===== config.mk =====
export PLATFORM = sky130hd
export DESIGN_NAME = prefetch_queue
export DESIGN_NICKNAME = d
export VERILOG_FILES = /design/src/rtl/prefetch_queue_pkg.sv /design/src/rtl/prefetch_queue_bank.sv /design/src/rtl/prefetch_queue.sv
export SDC_FILE = /design/constraint.sdc
export NUM_CORES = 2
export LEC_CHECK = 0
export BUFFER_PORTS_ARGS = -buffer_cell sky130_fd_sc_hd__buf_2
export CAP_MARGIN = 20
export CORE_ASPECT_RATIO = 1.4
export CORE_MARGIN = 2
export CORE_UTILIZATION = 55
export DETAILED_ROUTE_END_ITERATION = 16
export PLACE_DENSITY = 0.75
export SLEW_MARGIN = 20
export SYNTH_ARGS = -nofsm -noshare
export SYNTH_HDL_FRONTEND = slang
export SYNTH_SLANG_ARGS = --single-unit

===== constraint.sdc =====
create_clock -name clk -period 9.6 [get_ports clk]
set_input_delay 1.44 -clock clk [delete_from_list [all_inputs] [get_ports clk]]
set_output_delay 1.44 -clock clk [all_outputs]
set_load 0.02 [all_outputs]

===== src/rtl/prefetch_queue_pkg.sv =====
// Shared widths, entry field offsets and helpers for the prefetch queue.
package prefetch_queue_pkg;

    localparam int unsigned PREFETCH_ENTRY_W = 68;
    localparam int unsigned PREFETCH_LINE_W  = 136;
    localparam int unsigned PREFETCH_LEN_W   = 4;

    // Entry layout: {len, bytes}
    localparam int unsigned ENTRY_LEN_LSB   = 64;
    localparam int unsigned ENTRY_LEN_MSB   = ENTRY_LEN_LSB + PREFETCH_LEN_W - 1;
    localparam int unsigned ENTRY_BYTES_LSB = 0;
    localparam int unsigned ENTRY_BYTES_MSB = 63;

    typedef logic [PREFETCH_ENTRY_W-1:0] entry_t;

    // An entry carries data iff its length field is non-zero.
    function automatic logic entry_valid(input entry_t e);
        return e[ENTRY_LEN_MSB:ENTRY_LEN_LSB] != '0;
    endfunction

endpackage


===== src/rtl/prefetch_queue_bank.sv =====
// One storage bank: single write port, single asynchronous read port.
// Contents are not reset; occupancy tracking lives in the parent.
module prefetch_queue_bank
    import prefetch_queue_pkg::*;
#(
    parameter int unsigned SLOTS = 8
) (
    input  logic                     clk,
    input  logic                     we_i,
    input  logic [$clog2(SLOTS)-1:0] waddr_i,
    input  entry_t                   wdata_i,
    input  logic [$clog2(SLOTS)-1:0] raddr_i,
    output entry_t                   rdata_o
);

    entry_t mem_q [SLOTS];

    // Storage write
    always_ff @(posedge clk) begin
        if (we_i) begin
            mem_q[waddr_i] <= wdata_i;
        end
    end

    assign rdata_o = mem_q[raddr_i];

endmodule


===== src/rtl/prefetch_queue.sv =====
// Prefetch queue: accepts up to two entries per cycle from the cache read
// formatter and hands them to decode one at a time.
// Optional feature macro: PREFETCH_QUEUE_BYPASS_EN (zero-latency write-to-read
// bypass when the queue is empty).
module prefetch_queue
    import prefetch_queue_pkg::*;
#(
    parameter int unsigned DEPTH = 16
) (
    input  logic                        clk,
    input  logic                        rst_n,
    input  logic                        flush,
    input  logic                        wr_do,
    input  logic [PREFETCH_LINE_W-1:0]  wr_line,
    output logic                        wr_ready,
    output logic [$clog2(DEPTH):0]      used,
    output logic                        rd_empty,
    output logic [PREFETCH_ENTRY_W-1:0] rd_data,
    input  logic                        rd_accept,
    output logic                        overflow
);

    localparam int unsigned AW  = $clog2(DEPTH);
    localparam int unsigned CW  = AW + 1;
    localparam int unsigned BAW = AW - 1;

    logic [AW-1:0] wr_ptr_q, wr_ptr_d;
    logic [AW-1:0] rd_ptr_q, rd_ptr_d;
    logic [CW-1:0] used_q, used_d;
    logic          wr_ready_q, wr_ready_d;
    logic          overflow_q, overflow_d;
    entry_t        head_q, head_d;

    entry_t        lo_e, hi_e, e0, e1;
    logic          lo_v, hi_v;
    logic [1:0]    n_wr;
    logic          wr_acc, we0, we1, pop, byp;
    logic [AW-1:0] slot0, slot1;

    logic          even_we, odd_we;
    logic [BAW-1:0] even_waddr, odd_waddr;
    entry_t        even_wdata, odd_wdata;
    entry_t        even_rdata, odd_rdata, mem_head;

    assign lo_e = wr_line[PREFETCH_ENTRY_W-1:0];
    assign hi_e = wr_line[PREFETCH_LINE_W-1:PREFETCH_ENTRY_W];
    assign lo_v = entry_valid(lo_e);
    assign hi_v = entry_valid(hi_e);

    // Compact valid entries: e0 is the first to enqueue, e1 only exists when both are valid.
    assign e0   = lo_v ? lo_e : hi_e;
    assign e1   = hi_e;
    assign n_wr = {1'b0, lo_v} + {1'b0, hi_v};

    assign wr_acc = wr_do & wr_ready_q & ~flush;
    assign we0    = wr_acc & (n_wr != 2'd0);
    assign we1    = wr_acc & (n_wr == 2'd2);
    assign slot0  = wr_ptr_q;
    assign slot1  = wr_ptr_q + AW'(1);

`ifdef PREFETCH_QUEUE_BYPASS_EN
    assign byp = (used_q == '0) & we0;
`else
    assign byp = 1'b0;
`endif

    assign rd_empty = (used_q == '0) & ~byp;
    assign rd_data  = byp ? e0 : head_q;
    // A bypassed entry is still written; popping it just moves rd_ptr past it.
    assign pop      = rd_accept & ~rd_empty;

    // Steer e0/e1 into the even/odd banks according to the write pointer LSB
    always_comb begin
        if (!wr_ptr_q[0]) begin
            even_we    = we0;
            even_waddr = slot0[AW-1:1];
            even_wdata = e0;
            odd_we     = we1;
            odd_waddr  = slot1[AW-1:1];
            odd_wdata  = e1;
        end else begin
            odd_we     = we0;
            odd_waddr  = slot0[AW-1:1];
            odd_wdata  = e0;
            even_we    = we1;
            even_waddr = slot1[AW-1:1];
            even_wdata = e1;
        end
    end

    prefetch_queue_bank #(
        .SLOTS(DEPTH / 2)
    ) u_bank_even (
        .clk     (clk),
        .we_i    (even_we),
        .waddr_i (even_waddr),
        .wdata_i (even_wdata),
        .raddr_i (rd_ptr_d[AW-1:1]),
        .rdata_o (even_rdata)
    );

    prefetch_queue_bank #(
        .SLOTS(DEPTH / 2)
    ) u_bank_odd (
        .clk     (clk),
        .we_i    (odd_we),
        .waddr_i (odd_waddr),
        .wdata_i (odd_wdata),
        .raddr_i (rd_ptr_d[AW-1:1]),
        .rdata_o (odd_rdata)
    );

    assign mem_head = rd_ptr_d[0] ? odd_rdata : even_rdata;

    // Next-state: pointers, count, ready, sticky overflow and registered head
    always_comb begin
        rd_ptr_d   = rd_ptr_q + AW'(pop);
        wr_ptr_d   = wr_ptr_q + AW'(wr_acc ? n_wr : 2'd0);
        used_d     = used_q + CW'(wr_acc ? n_wr : 2'd0) - CW'(pop);
        overflow_d = overflow_q | (wr_do & ~wr_ready_q);
        // Head slot may be written this very cycle; forward it past the bank.
        head_d     = mem_head;
        if (we0 && (rd_ptr_d == slot0)) begin
            head_d = e0;
        end else if (we1 && (rd_ptr_d == slot1)) begin
            head_d = e1;
        end
        if (flush) begin
            rd_ptr_d   = '0;
            wr_ptr_d   = '0;
            used_d     = '0;
            overflow_d = 1'b0;
            head_d     = '0;
        end
        wr_ready_d = (used_d <= CW'(DEPTH - 2));
    end

    // State registers
    always_ff @(posedge clk or negedge rst_n) begin
        if (!rst_n) begin
            wr_ptr_q   <= '0;
            rd_ptr_q   <= '0;
            used_q     <= '0;
            wr_ready_q <= 1'b1;
            overflow_q <= 1'b0;
            head_q     <= '0;
        end else begin
            wr_ptr_q   <= wr_ptr_d;
            rd_ptr_q   <= rd_ptr_d;
            used_q     <= used_d;
            wr_ready_q <= wr_ready_d;
            overflow_q <= overflow_d;
            head_q     <= head_d;
        end
    end

    assign used     = used_q;
    assign wr_ready = wr_ready_q;
    assign overflow = overflow_q;

endmodule


# Word level (Yosys, flattened, before mapping)
# Memories as Yosys holds them, arrays and structs flattened.
# Index checks and enable logic that the tools add are counted.
# Widths: inputs -> output; s select.
[word_totals] reg_bits=83 mem_bits_rw=1088 input_bits=141 output_inout_bits=76 word_cells=55 n_memories=2
[memory_table] name="u_bank_even.mem_q" depth=8 width=68 read_ports=1 rd_ports_with_merged_regs=0 write_ports=1 line="prefetch_queue_bank.sv:16" source="entry_t mem_q [SLOTS];"
[memory_table] name="u_bank_odd.mem_q" depth=8 width=68 read_ports=1 rd_ports_with_merged_regs=0 write_ports=1 line="prefetch_queue_bank.sv:16"
[op_classes] addsub=6 order_cmp=1 n_eq_ne=3 mux=21 bitwise=10 n_reduce_logical=6
[op_table] operator="$mux 68" n=7
[op_table] operator="$eq 4x4->1" n=2
[op_table] operator="$mux 4" n=2
[op_table] operator="$reduce_bool 4->1" n=2
[op_table] operator="$mux 1" n=7
[op_table] operator="$and 1x1->1" n=6
[op_table] operator="$mux 3" n=2
[op_table] operator="$add 5x2->5" n=1
[op_table] operator="$le 5x4->1 const B" n=1
[op_table] operator="$logic_not 5->1" n=1
[op_table] operator="$mux 5" n=1
[op_table] operator="$sub 5x1->5" n=1
[op_table] operator="$add 4x1->4" n=1
[op_table] operator="$add 4x1->4 const B" n=1
[op_table] operator="$add 4x2->4" n=1
[op_table] operator="$mux 2" n=2
[op_table] operator="$not 1->1" n=3
[op_table] operator="$add 1x1->2" n=1
[op_table] operator="$eq 2x2->1 const B" n=1
[op_table] operator="$logic_and 1x1->1" n=2
[op_table] operator="$reduce_bool 2->1" n=1
[op_table] operator="$or 1x1->1" n=1

# Depth between registers and ports, before layout
# An unclocked memory read counts as a cell.
[depth] ltp_word=10 mapped_depth=18 depth_no_buf=13

# Hierarchy
# From an unflattened synthesis, not the netlist that was laid out.
[hier_totals] cells_unflattened=2506 area_unflattened_um2=48275.0
[modules_own_cells] mod="prefetch_queue_bank" n_inst=2 cells_each=799 area_each_um2=20435.8 seq_area_each_um2=16335.7
[modules_own_cells] mod="prefetch_queue" n_inst=1 cells_each=908 area_each_um2=7403.4 seq_area_each_um2=2078.2

# Worst setup path before layout
# OpenSTA, ideal clock, no wires.
[synth_timing] path_type="input-to-reg" from="in wr_line[64]" to="mem u_bank_odd.mem_q[3][0] (netlist name), enable pin" setup_ns=0.578 arrival_time_ns=7.173 slack_ns=1.849 stages=8 path_cell_list="inv_1 -> nand4_1 -> clkinv_1 -> ha_1 -> nand2_1 -> o211a_1 -> o21ai_0 -> nor3_1"
[synth_between] elab_chain_cells=7 word_cells_on_any_way=9 classes_between="add/sub: 1; eq/ne: 1; mux: 3; bitwise: 2; reduce/logical: 2"
[synth_rtl] element="start, declared" line="prefetch_queue.sv:14" source="input logic [PREFETCH_LINE_W-1:0] wr_line,"
[synth_rtl] element="$reduce_bool 4->1 (*)" line="prefetch_queue_pkg.sv:18" source="return e[ENTRY_LEN_MSB:ENTRY_LEN_LSB] != '0;"
[synth_rtl] element="$add 1x1->2 (*)" line="prefetch_queue.sv:53" source="assign n_wr = {1'b0, lo_v} + {1'b0, hi_v};"
[synth_rtl] element="$eq 2x2->1 / $reduce_bool 2->1 (equally long branches)" line="prefetch_queue.sv:57, prefetch_queue.sv:56"
[synth_rtl] element="$and 1x1->1, on equally long branches" line="prefetch_queue.sv:57, prefetch_queue.sv:56"
[synth_rtl] element="$mux 1 (*)" line="prefetch_queue.sv:74" source="if (!wr_ptr_q[0]) begin"
[synth_rtl] element="$mux 1 (*)" line="prefetch_queue_bank.sv:20" source="if (we_i) begin"
[synth_rtl] element="$mux 1 (implied by the code) (*)" line="prefetch_queue_bank.sv:21" source="mem_q[waddr_i] <= wdata_i;"
[synth_rtl] element="end, declared" line="prefetch_queue_bank.sv:16"
# Every way passes the cells marked *; elsewhere a longest branch is shown, timed or not.

# Worst setup path in the final report
[layout_timing] from="reg used_q[3], in the netlist used[3]" to="reg head_q[36], in the netlist rd_data[36]"
[layout_between] elab_chain_cells=10 word_cells_on_any_way=15 classes_between="add/sub: 1; eq/ne: 2; mux: 5; bitwise: 2; reduce/logical: 3; memory: 2"
[layout_rtl] element="start, declared" line="prefetch_queue.sv:29" source="logic [CW-1:0] used_q, used_d;"
[layout_rtl] element="start signal, assigned" line="prefetch_queue.sv:150" source="used_q <= used_d;"
[layout_rtl] element="$logic_not 5->1 (*)" line="prefetch_queue.sv:67" source="assign rd_empty = (used_q == '0) & ~byp;"
[layout_rtl] element="$not 1->1 (*)" line="prefetch_queue.sv:70" source="assign pop = rd_accept & ~rd_empty;"
[layout_rtl] element="$and 1x1->1 (*)" line="prefetch_queue.sv:70"
[layout_rtl] element="$add 4x1->4 (*)" line="prefetch_queue.sv:117" source="rd_ptr_d = rd_ptr_q + AW'(pop);"
[layout_rtl] element="$mux 4" line="prefetch_queue.sv:128" source="if (flush) begin"
[layout_rtl] element="$mem_v2 8x68"
[layout_rtl] element="$mux 68" line="prefetch_queue.sv:113" source="assign mem_head = rd_ptr_d[0] ? odd_rdata : even_rdata;"
[layout_rtl] element="$mux 68" line="prefetch_queue.sv:125" source="end else if (we1 && (rd_ptr_d == slot1)) begin"
[layout_rtl] element="$mux 68 (*)" line="prefetch_queue.sv:123" source="if (we0 && (rd_ptr_d == slot0)) begin"
[layout_rtl] element="$mux 68 (*)" line="prefetch_queue.sv:128"
[layout_rtl] element="net head_d[36]" line="prefetch_queue.sv:32" source="entry_t head_q, head_d;"
[layout_rtl] element="end signal, assigned" line="prefetch_queue.sv:146" source="head_q <= '0;"
[layout_rtl] element="end signal, assigned" line="prefetch_queue.sv:153" source="head_q <= head_d;"
[layout_rtl] element="end, declared" line="prefetch_queue.sv:32"
# Mark *: on every way through the listed nets, which the timed path passes. The rest lies on a longest branch.

==> flow_summary.yaml <==
job:
  maxCapViolCount: 0
synth:
  ys_warn_count: 0
  synth_area_leaders: "edfxtp_1 70%, mux4_2 9.8%, dfrtp_1 4.4%"
  synthArstFlopShare: 0.07088
  synth_common_cells: "1,088 x edfxtp_1, 287 x nand2_1, 203 x mux4_2, 132 x nand3_1, 128 x mux2_2"
  synth_edf_count: 1088
  synthFlopType: "edfxtp_1"
  ys_ff_latch: 1171
  syn_area_mm2: 0.04657
  syn-num-nets: 2731
  synth_largest_area_cell: "edfxtp_1"
  synth.distinct_cells: 51
  synth.avg_cell_area_um2: 18.11
  synthCells: 2572
  yosysMostFrequentCell: "edfxtp_1"
  synth_top_area_frac: 0.7015
  yosysSeqAreaShare: 0.7462
worst_setup_path:
  critPathMaxFanout: 93
  start_kind: "flop"
  crit_required_ns: 10.14
  path_class: "flop to flop"
  critPathArrivalTime_ns: 5.91
  reg2reg_slack_ns: 4.23
  crit_path_end_kind: "flop"
sta:
  slew_headroom: 0.2315
  hold_ws_ns: 0.5003
  worst_slew_pin_slew_ns: 1.153
  finalCritPeriodShare: 0.5594
  hold_viol_final: 0
  fin_skew_ns: 0.04112
  fmax_ghz: 0.1862
  slew_viol_final: 0
  rsz0062_at_grt: "no"
  min_period_ns: 5.370
  final-setup-viol-count: 0
  tns_ns: 0
grt:
  grt_max_degree: 159
  grt_pass1_wl_um: 175900
  gr-total-overflow: 0
  antenna_found_initial: 18
  track_usage: 0.2778
  grt_pass1_vias: 27320
clock_network:
  clk_latency_ns: 0.70
  ctsResizeCount: 0
  post_cts_buffers: 0
  root_buffer: "clkbuf_16"
  cts_tree: "built"
  cts_buffers: 104
  hold_buffers: 0
  h-tree-depth: 3
  ctsLongestPathBuffers: 3
  cts_sinks: 1171
  cts.clk_slew.worst_paths_ns: 0.06
placed_design:
  gp_congestion: 0.7826
  port_buffers: 216
  placed_cells: 3769
  hpwl_um: 64820
drt:
  drt-total-wl_um: 121100
  via_per_inst: 6.626
  wl_per_cell_um: 30.42
  vias: 26370
  antenna_left: 0
  dr.pass1.iters: 5
  drc_errors: 0
  first_iter_violations: 3076
floorplan:
  die_y_um: 348.3
  start_util: 0.5542
  core_mm2: 0.08403
  rows: 126
  io_pins: 217
  die_w_um: 249.9
  die_area_mm2: 0.08705
cells_and_area:
  regArea_mm2: 0.03475
  fin_util: 0.6269
  fill_cells: 5706
  instances_no_fill: 3979
  area_delta_synth_final_pct: 13.11
  layout-drive-gt1-share: 0.2805
  nNetsFinal: 2949
  multi_input_area_mm2: 0.01114
pwr:
  peakVddDrop_mv: 0.1642
  p_leak_nw: 17.39
  power.total_mw: 12.48
  power_density_mw_per_mm2: 236.8
status:
  outcome: "finished clean"
min_path:
  hold_path.class: "flop to flop"
## area by class of cell
| type | instances | area share |
|---|---|---|
| sequential | 1171 | 0.6597 |
| antenna | 10 | 0.0004750 |
| clock buffer | 131 | 0.05266 |
| multi-input combinational | 1219 | 0.2114 |
| tap | 1088 | 0.02584 |
| timing repair buffer | 273 | 0.03116 |
| clock inverter | 66 | 0.01713 |
| inverter | 21 | 0.001686 |
## routing by layer
metal,vias to the layer above,part of all wire,GRT usage
met2,1692,0.51,0.4756
met3,279,0.099,0.05079
met5,-,0.00042,0
met1,13680,0.35,0.3523
met4,8,0.034,0.1156
li1,10710,-,-
## cells by family after synthesis
kind of cell	Yosys count	synth area share
muxes	331	0.1291
adders and majority gates	18	0.005158
and+or+nand+nor	547	0.05029
DFF	1171	0.7462
AOI/OAI and AO/OA	304	0.04629
buffers and inverters	182	0.01830
xor gates and xnor gates	19	0.004675
## critical path, stage by stage (launching register included)
cell,delay (ns)
dfrtp_1,0.45
inv_1,0.10
ha_1,0.18
nor4b_1,0.39
nor2b_1,0.21
ha_1,0.26
ha_1,0.49
nand2b_4,0.40
inv_8,0.66
buf_12,0.54
buf_16,0.43
mux4_2,0.56
o221ai_1,0.21
o31ai_1,0.10
## flip-flops by register name, indices dropped and copies added (netlist names)
signal / cells
u_bank_even.mem_q: 544
u_bank_odd.mem_q: 544
rd_data: 68
used: 5
rd_ptr_q: 4
slot0: 4
overflow: 1
wr_ready: 1
## cell usage in the layout, fill, tap and decap left out, types with 49 or more instances in the layout
master     synthesis  layout
nand2_1          287     285
edfxtp_1        1088    1088
nand3_1          132     132
o221ai_1          67      67
mux2_2           128     128
clkbuf_16          0     104
o31ai_1           66      66
nor2_1            91      80
a21oi_1           73      72
a22oi_1           67      67
mux4_2           203     203
dfrtp_1           82      82
buf_2             69     215
buf_4             16      49
## final timing paths
| path | from | end | cells past startpoint |
|---|---|---|---|
| worst max-delay path | used[3] | rd_data[36] | 13 |
| worst max register to register | used[3] | rd_data[36] | 13 |
| max in group asynchronous | rst_n | rd_data[40] | 2 |
| worst min-delay path | overflow | overflow | 2 |
| min in group asynchronous | rst_n | rd_data[58] | 1 |
| worst min register to register | overflow | overflow | 2 |
## where the power goes
part	switching (mW)	internal, mW	leakage, nW
combinational	1.30	0.761	4.73
sequential	0.139	5.85	10.9
clock	1.87	2.56	1.78
total	3.31	9.17	17.4
## through the flow
stage	worst slack (ns)	area [um2]
after floorplan	1.849	46570
after global placement	3.979	48820
after detailed placement	3.866	48900
after CTS	4.266	52580
after global routing	3.858	52670
final	4.230	52680
Power figures use the tool's default switching activity.
